File: src/rtl/fwd_ctrl_unit.sv
// rtl/fwd_ctrl_unit.sv - ALU operand forwarding select and load-use stall generator for the mips32 pipeline.
// Optional stall/forward statistics counters are enabled by defining FWD_CTRL_STATS_EN.
module fwd_ctrl_unit #(
  parameter int REG_W = 5,
  parameter int SEL_W = 2
) (
  input  logic             clk,
  input  logic             rst,
  input  logic [REG_W-1:0] id_rs,
  input  logic [REG_W-1:0] id_rt,
  input  logic             id_use_rs,
  input  logic             id_use_rt,
  input  logic [REG_W-1:0] id_rd,
  input  logic             id_reg_write,
  input  logic             id_mem_read,
  input  logic             id_valid,
  input  logic             flush,
  input  logic             ext_stall,
  output logic [SEL_W-1:0] fwd_a_sel,
  output logic [SEL_W-1:0] fwd_b_sel,
`ifdef FWD_CTRL_STATS_EN
  output logic [31:0]      stall_cnt,
  output logic [31:0]      fwd_cnt,
`endif
  output logic             stall
);

  localparam logic [SEL_W-1:0] SEL_RF    = SEL_W'(0);
  localparam logic [SEL_W-1:0] SEL_EXMEM = SEL_W'(1);
  localparam logic [SEL_W-1:0] SEL_MEMWB = SEL_W'(2);

  typedef struct packed {
    logic             valid;
    logic [REG_W-1:0] rd;
    logic             reg_write;
    logic             mem_read;
  } stage_rec_t;

  typedef struct packed {
    stage_rec_t       st;
    logic [REG_W-1:0] rs;
    logic [REG_W-1:0] rt;
    logic             use_rs;
    logic             use_rt;
  } ex_rec_t;

  ex_rec_t          ex_q, ex_d;
  stage_rec_t       mem_q, wb_q;
  logic [SEL_W-1:0] fwd_a_sel_q, fwd_b_sel_q;
  logic [SEL_W-1:0] fwd_a_sel_d, fwd_b_sel_d;
  logic             load_hit;
  logic             bubble;

  // The EX record is the producer about to enter MEM; it outranks the MEM record.
  function automatic logic [SEL_W-1:0] pick_sel(
    input logic             u,
    input logic [REG_W-1:0] r,
    input stage_rec_t       ex,
    input stage_rec_t       mem
  );
    logic [SEL_W-1:0] sel;
    sel = SEL_RF;
    if (u && ex.valid && ex.reg_write && ex.rd != '0 && ex.rd == r)
      sel = SEL_EXMEM;
    else if (u && mem.valid && mem.reg_write && mem.rd != '0 && mem.rd == r)
      sel = SEL_MEMWB;
    return sel;
  endfunction

  always_comb begin
    load_hit = ex_q.st.valid && ex_q.st.mem_read && ex_q.st.reg_write &&
               (ex_q.st.rd != '0) && id_valid &&
               ((id_use_rs && id_rs == ex_q.st.rd) || (id_use_rt && id_rt == ex_q.st.rd));
    stall    = load_hit && !flush;
    bubble   = flush || stall;
  end

  always_comb begin
    fwd_a_sel_d     = pick_sel(id_use_rs, id_rs, ex_q.st, mem_q);
    fwd_b_sel_d     = pick_sel(id_use_rt, id_rt, ex_q.st, mem_q);
    ex_d            = '0;
    ex_d.st.valid     = id_valid;
    ex_d.st.rd        = id_rd;
    ex_d.st.reg_write = id_reg_write;
    ex_d.st.mem_read  = id_mem_read;
    ex_d.rs           = id_rs;
    ex_d.rt           = id_rt;
    ex_d.use_rs       = id_use_rs;
    ex_d.use_rt       = id_use_rt;
  end

  always_ff @(posedge clk) begin
    if (rst) begin
      ex_q        <= '0;
      mem_q       <= '0;
      wb_q        <= '0;
      fwd_a_sel_q <= SEL_RF;
      fwd_b_sel_q <= SEL_RF;
    end else if (!ext_stall) begin
      wb_q  <= mem_q;
      mem_q <= ex_q.st;
      if (bubble) begin
        ex_q        <= '0;
        fwd_a_sel_q <= SEL_RF;
        fwd_b_sel_q <= SEL_RF;
      end else begin
        ex_q        <= ex_d;
        fwd_a_sel_q <= fwd_a_sel_d;
        fwd_b_sel_q <= fwd_b_sel_d;
      end
    end
  end

  assign fwd_a_sel = fwd_a_sel_q;
  assign fwd_b_sel = fwd_b_sel_q;

`ifdef FWD_CTRL_STATS_EN
  logic [31:0] stall_cnt_q, fwd_cnt_q;

  always_ff @(posedge clk) begin
    if (rst) begin
      stall_cnt_q <= '0;
      fwd_cnt_q   <= '0;
    end else if (!ext_stall) begin
      if (stall)
        stall_cnt_q <= stall_cnt_q + 32'd1;
      if (!bubble && (fwd_a_sel_d != SEL_RF || fwd_b_sel_d != SEL_RF))
        fwd_cnt_q <= fwd_cnt_q + 32'd1;
    end
  end

  assign stall_cnt = stall_cnt_q;
  assign fwd_cnt   = fwd_cnt_q;
`endif

  // Source fields of EX and the WB record are kept for debug visibility only.
  logic unused_rec;
  assign unused_rec = ^{ex_q, mem_q, wb_q};

endmodule

File: config.mk
export PLATFORM = sky130hd
export DESIGN_NAME = fwd_ctrl_unit
export DESIGN_NICKNAME = d
export VERILOG_FILES = /design/src/rtl/fwd_ctrl_unit.sv
export SDC_FILE = /design/constraint.sdc
export NUM_CORES = 1
export LEC_CHECK = 0
export CELL_PAD_IN_SITES_DETAIL_PLACEMENT = 1
export CELL_PAD_IN_SITES_GLOBAL_PLACEMENT = 2
export CORE_MARGIN = 2
export CORE_UTILIZATION = 27
export DETAILED_ROUTE_END_ITERATION = 10
export PLACE_DENSITY_LB_ADDON = 0.1
export SETUP_SLACK_MARGIN = 0.4
export SLEW_MARGIN = 20
export SYNTH_ARGS = -nofsm -noshare
export SYNTH_HDL_FRONTEND = slang
export SYNTH_SLANG_ARGS = --single-unit
File: constraint.sdc
create_clock -name clk -period 2.4 [get_ports clk]
set_input_delay 0.48 -clock clk [delete_from_list [all_inputs] [get_ports clk]]
set_output_delay 0.48 -clock clk [all_outputs]
set_load 0.01 [all_outputs]
==> impl_metrics.toml <==
[run_status]
outcome = "completed"

[run]
cap_violations = 0

[critical_path]
cpPeakStageDelay_ps = 460
reg2reg_slack_ps = 690
rr_startpoint = "ex_q[18]$_SDFFE_PP0N_"
critPathRequiredTime_ps = 1920
path_class = "in2out"
cp_max_fo = 2
critPathCaptureType = "output pin"
reg2reg_to = "ex_q[17]$_SDFFE_PP0N_"
slowest_stage = "clkdlybuf4s50_1"
critical_path_arrival_ps = 1720
path_cells = "clkdlybuf4s50_1 -> xor2_1 -> nor3_2 -> o2111ai_2 -> nor2_2 -> buf_2"
start_kind = "input port"
r2r_cells = 6

[timing]
relSlewSlack_pct = 60.6
tns_ps = 0
slew_viol_final = 0
skew_ps = 4.04
rsz0062_at_grt = "yes"
setup_viol = 0
hold_viol = 0
fin_crit_ps = 2200
fmax_mhz = 455
worst_slack_ps = 203
min_period_over_period_pct = 91.5
worstMarginPinSlew_ps = 590

[worst_hold_path]
min-delay-start = "fwd_b_sel[0]$_SDFFE_PP0N_"
worstHoldEndpoint = "fwd_b_sel[0]$_SDFFE_PP0N_"
hold_depth = 2
hold_class = "reg2reg"

[cts]
worstSkewPairLatency_ps = 310
clk_pin_slew_ps = 110
ctsHtreeMaxLevel = 1
cts_root_buf = "clkbuf_4"
cts_buffer_depth = 2
cts.sinks = 19
cts_setup_buffers = 0
cts_made_buffers = 3
cts_tree = "yes"

[yosys]
async_reset_ff_share_pct = 0
syn_inst = 99
ys.flop_type = "dfxtp_1"
synthesis.area_um2 = 960
synth_edf_count = 0
synth.avg_cell_area_um2 = 9.69
yosysMostFrequentCell = "dfxtp_1"
yosys.area.top_type = "dfxtp_1"
synthTopCellsByCount = "19 x dfxtp_1, 14 x xor2_1, 10 x nor2_1"
yosysWarnings = 0
synth_seq_cells = 19
synth_nets = 123
synth.distinct_cells = 24
synth_top_cell_area_share_pct = 39.6
ys_seq_area_share_pct = 39.6
synth_area_leaders = "dfxtp_1 40%, xor2_1 13%, a32o_1 8.3%"

[power_and_ir_drop]
p_int_uw = 455
switching_share_pct = 26.1
p_seq_share_pct = 54.2
p_switching_uw = 160
power_density_mw_per_mm2 = 421
combPwrFrac_pct = 18.3
clkPwrFrac_pct = 27.5
ir_drop_mv = 0.305
p_leak_nw = 0.621

[detailed_routing]
routed.top_layer = "met4"
routed_wl_mm = 2.94
first_pass_iters = 4
vias = 936
wl_met1_mm = 1.32
drtIter0Drc = 15
vias_per_cell = 4.82
drc = 0
wl_per_cell_um = 15.2
ant_nets = 0
wl_met2_mm = 1.45
wl_met3_um = 137

[grt]
grtUsageTotal_pct = 16.1
overflow = 0
grt_pass1_wl_mm = 4.99
antenna_found_initial = 0
grt_max_degree = 12
grt_pass1_vias = 999

[placed_design]
pre_cts_ws_ps = -434
gp_routability_congestion = 0.789
dp_cells = 190
portBuffers = 28
hpwl_mm = 2.36

[floorplan]
die_h_um = 63.6
core_area_mm2 = 0.00336
die-area_mm2 = 0.00405
rows = 21
die_width_um = 63.6
design.portCount = 29
start_util_pct = 28.5

[cells_and_area]
final_nets = 173
nFillCells = 420
antenna_cells = 0
instances_no_fill = 194
drive_gt1_share_pct = 23.6
synthToLayoutAreaGrowth_pct = 52.2
## cells by family after synthesis
| logic type | after synthesis | synth area share [%] |
|---|---|---|
| buffers and inverters | 5 | 2.87 |
| and+or+nand+nor | 30 | 15.5 |
| muxes | 7 | 7.30 |
| DFF | 19 | 39.6 |
| AOI/OAI and AO/OA | 18 | 16.4 |
| xor gates and xnor gates | 20 | 18.3 |
## timing repair
item,CTS,global route
pin swaps,7,4
gates resized for setup,19,2
setup endpoints to repair,1,1
gates cloned,0,0
hold buffers,0,0
## metal layers
metal	GRT usage, %	vias to the layer above
met5	0	-
met3	3.75	4
met4	4.89	0
li1	-	460
met1	19.7	449
met2	27.9	23
## flip-flops by register name, indices dropped and copies added, names as in the netlist
register   count
ex_q           8
fwd_a_sel      2
fwd_b_sel      2
mem_q          7
## final cells by class
type | instances | area [um^2] | share of cell area, %
flip-flops and latches | 19 | 388 | 26.6
repair buffers | 50 | 433 | 29.6
clock inverters | 1 | 5.00 | 0.343
clock buffers | 3 | 22.5 | 1.54
multi-input cells | 75 | 554 | 38.0
well taps | 46 | 57.6 | 3.94
## worst max-delay path: cells and delay by family
family,cells,cell delay [ps]
AND/OR/NAND/NOR,2,300
AO/OA/AOI/OAI,1,180
buffers and inverters,2,590
XOR/XNOR,1,170
## worst max path at each step
stage | from | end | slack, ps | depth (start not counted)
6_report | id_rt[0] | stall | 200 | 6
5_1_grt | ex_q[18]$_SDFFE_PP0N_ | stall | 70 | 6
4_1_cts | ex_q[16]$_SDFFE_PP0N_ | stall | 160 | 6
3_5_place_dp | id_rs[4] | stall | -430 | 7
3_3_place_gp | id_rs[4] | stall | -430 | 7
2_1_floorplan | id_rs[4] | stall | 440 | 6
## metrics by stage
| stage | utilization, % | total power, mW | cell area (um^2) | hold slack, ps |
|---|---|---|---|---|
| CTS | 43.3 | 0.628 | 1460 | 459 |
| floorplan | - | 0.381 | 962 | 463 |
| global route | 43.4 | 0.650 | 1460 | 484 |
| detailed placement | 42.7 | 0.459 | 1440 | 442 |
| finish | 43.4 | 0.615 | 1460 | 452 |
| global placement | 42.7 | 0.456 | 1440 | 437 |
## cell usage in the layout (no fill, tap or decap), types with 2 or more instances in the layout
cell	Yosys	routed
buf_4	0	22
clkdlybuf4s50_1	0	18
dfxtp_1	19	15
xor2_1	14	14
nor2_1	10	9
a32o_1	8	8
mux2i_1	7	7
xnor2_1	6	6
dlygate4sd2_1	0	6
nand3_1	5	5
nor4_1	3	3
nor3_1	3	3
nand2_1	3	3
a21oi_1	3	3
clkbuf_4	0	3
dfxtp_2	0	3
clkdlybuf4s15_1	0	3
and2_1	2	2
a31o_1	2	2
o21ai_1	2	2
## power by group through the flow
stage | Combinational [mW] | Sequential (mW) | Clock, mW
6_report | 0.113 | 0.333 | 0.169
5_1_grt | 0.123 | 0.335 | 0.192
4_1_cts | 0.114 | 0.333 | 0.180
3_5_place_dp | 0.118 | 0.341 | 0
2_1_floorplan | 0.0437 | 0.338 | 0
3_3_place_gp | 0.116 | 0.341 | 0
No activity file was read; power rests on OpenSTA's default activity.
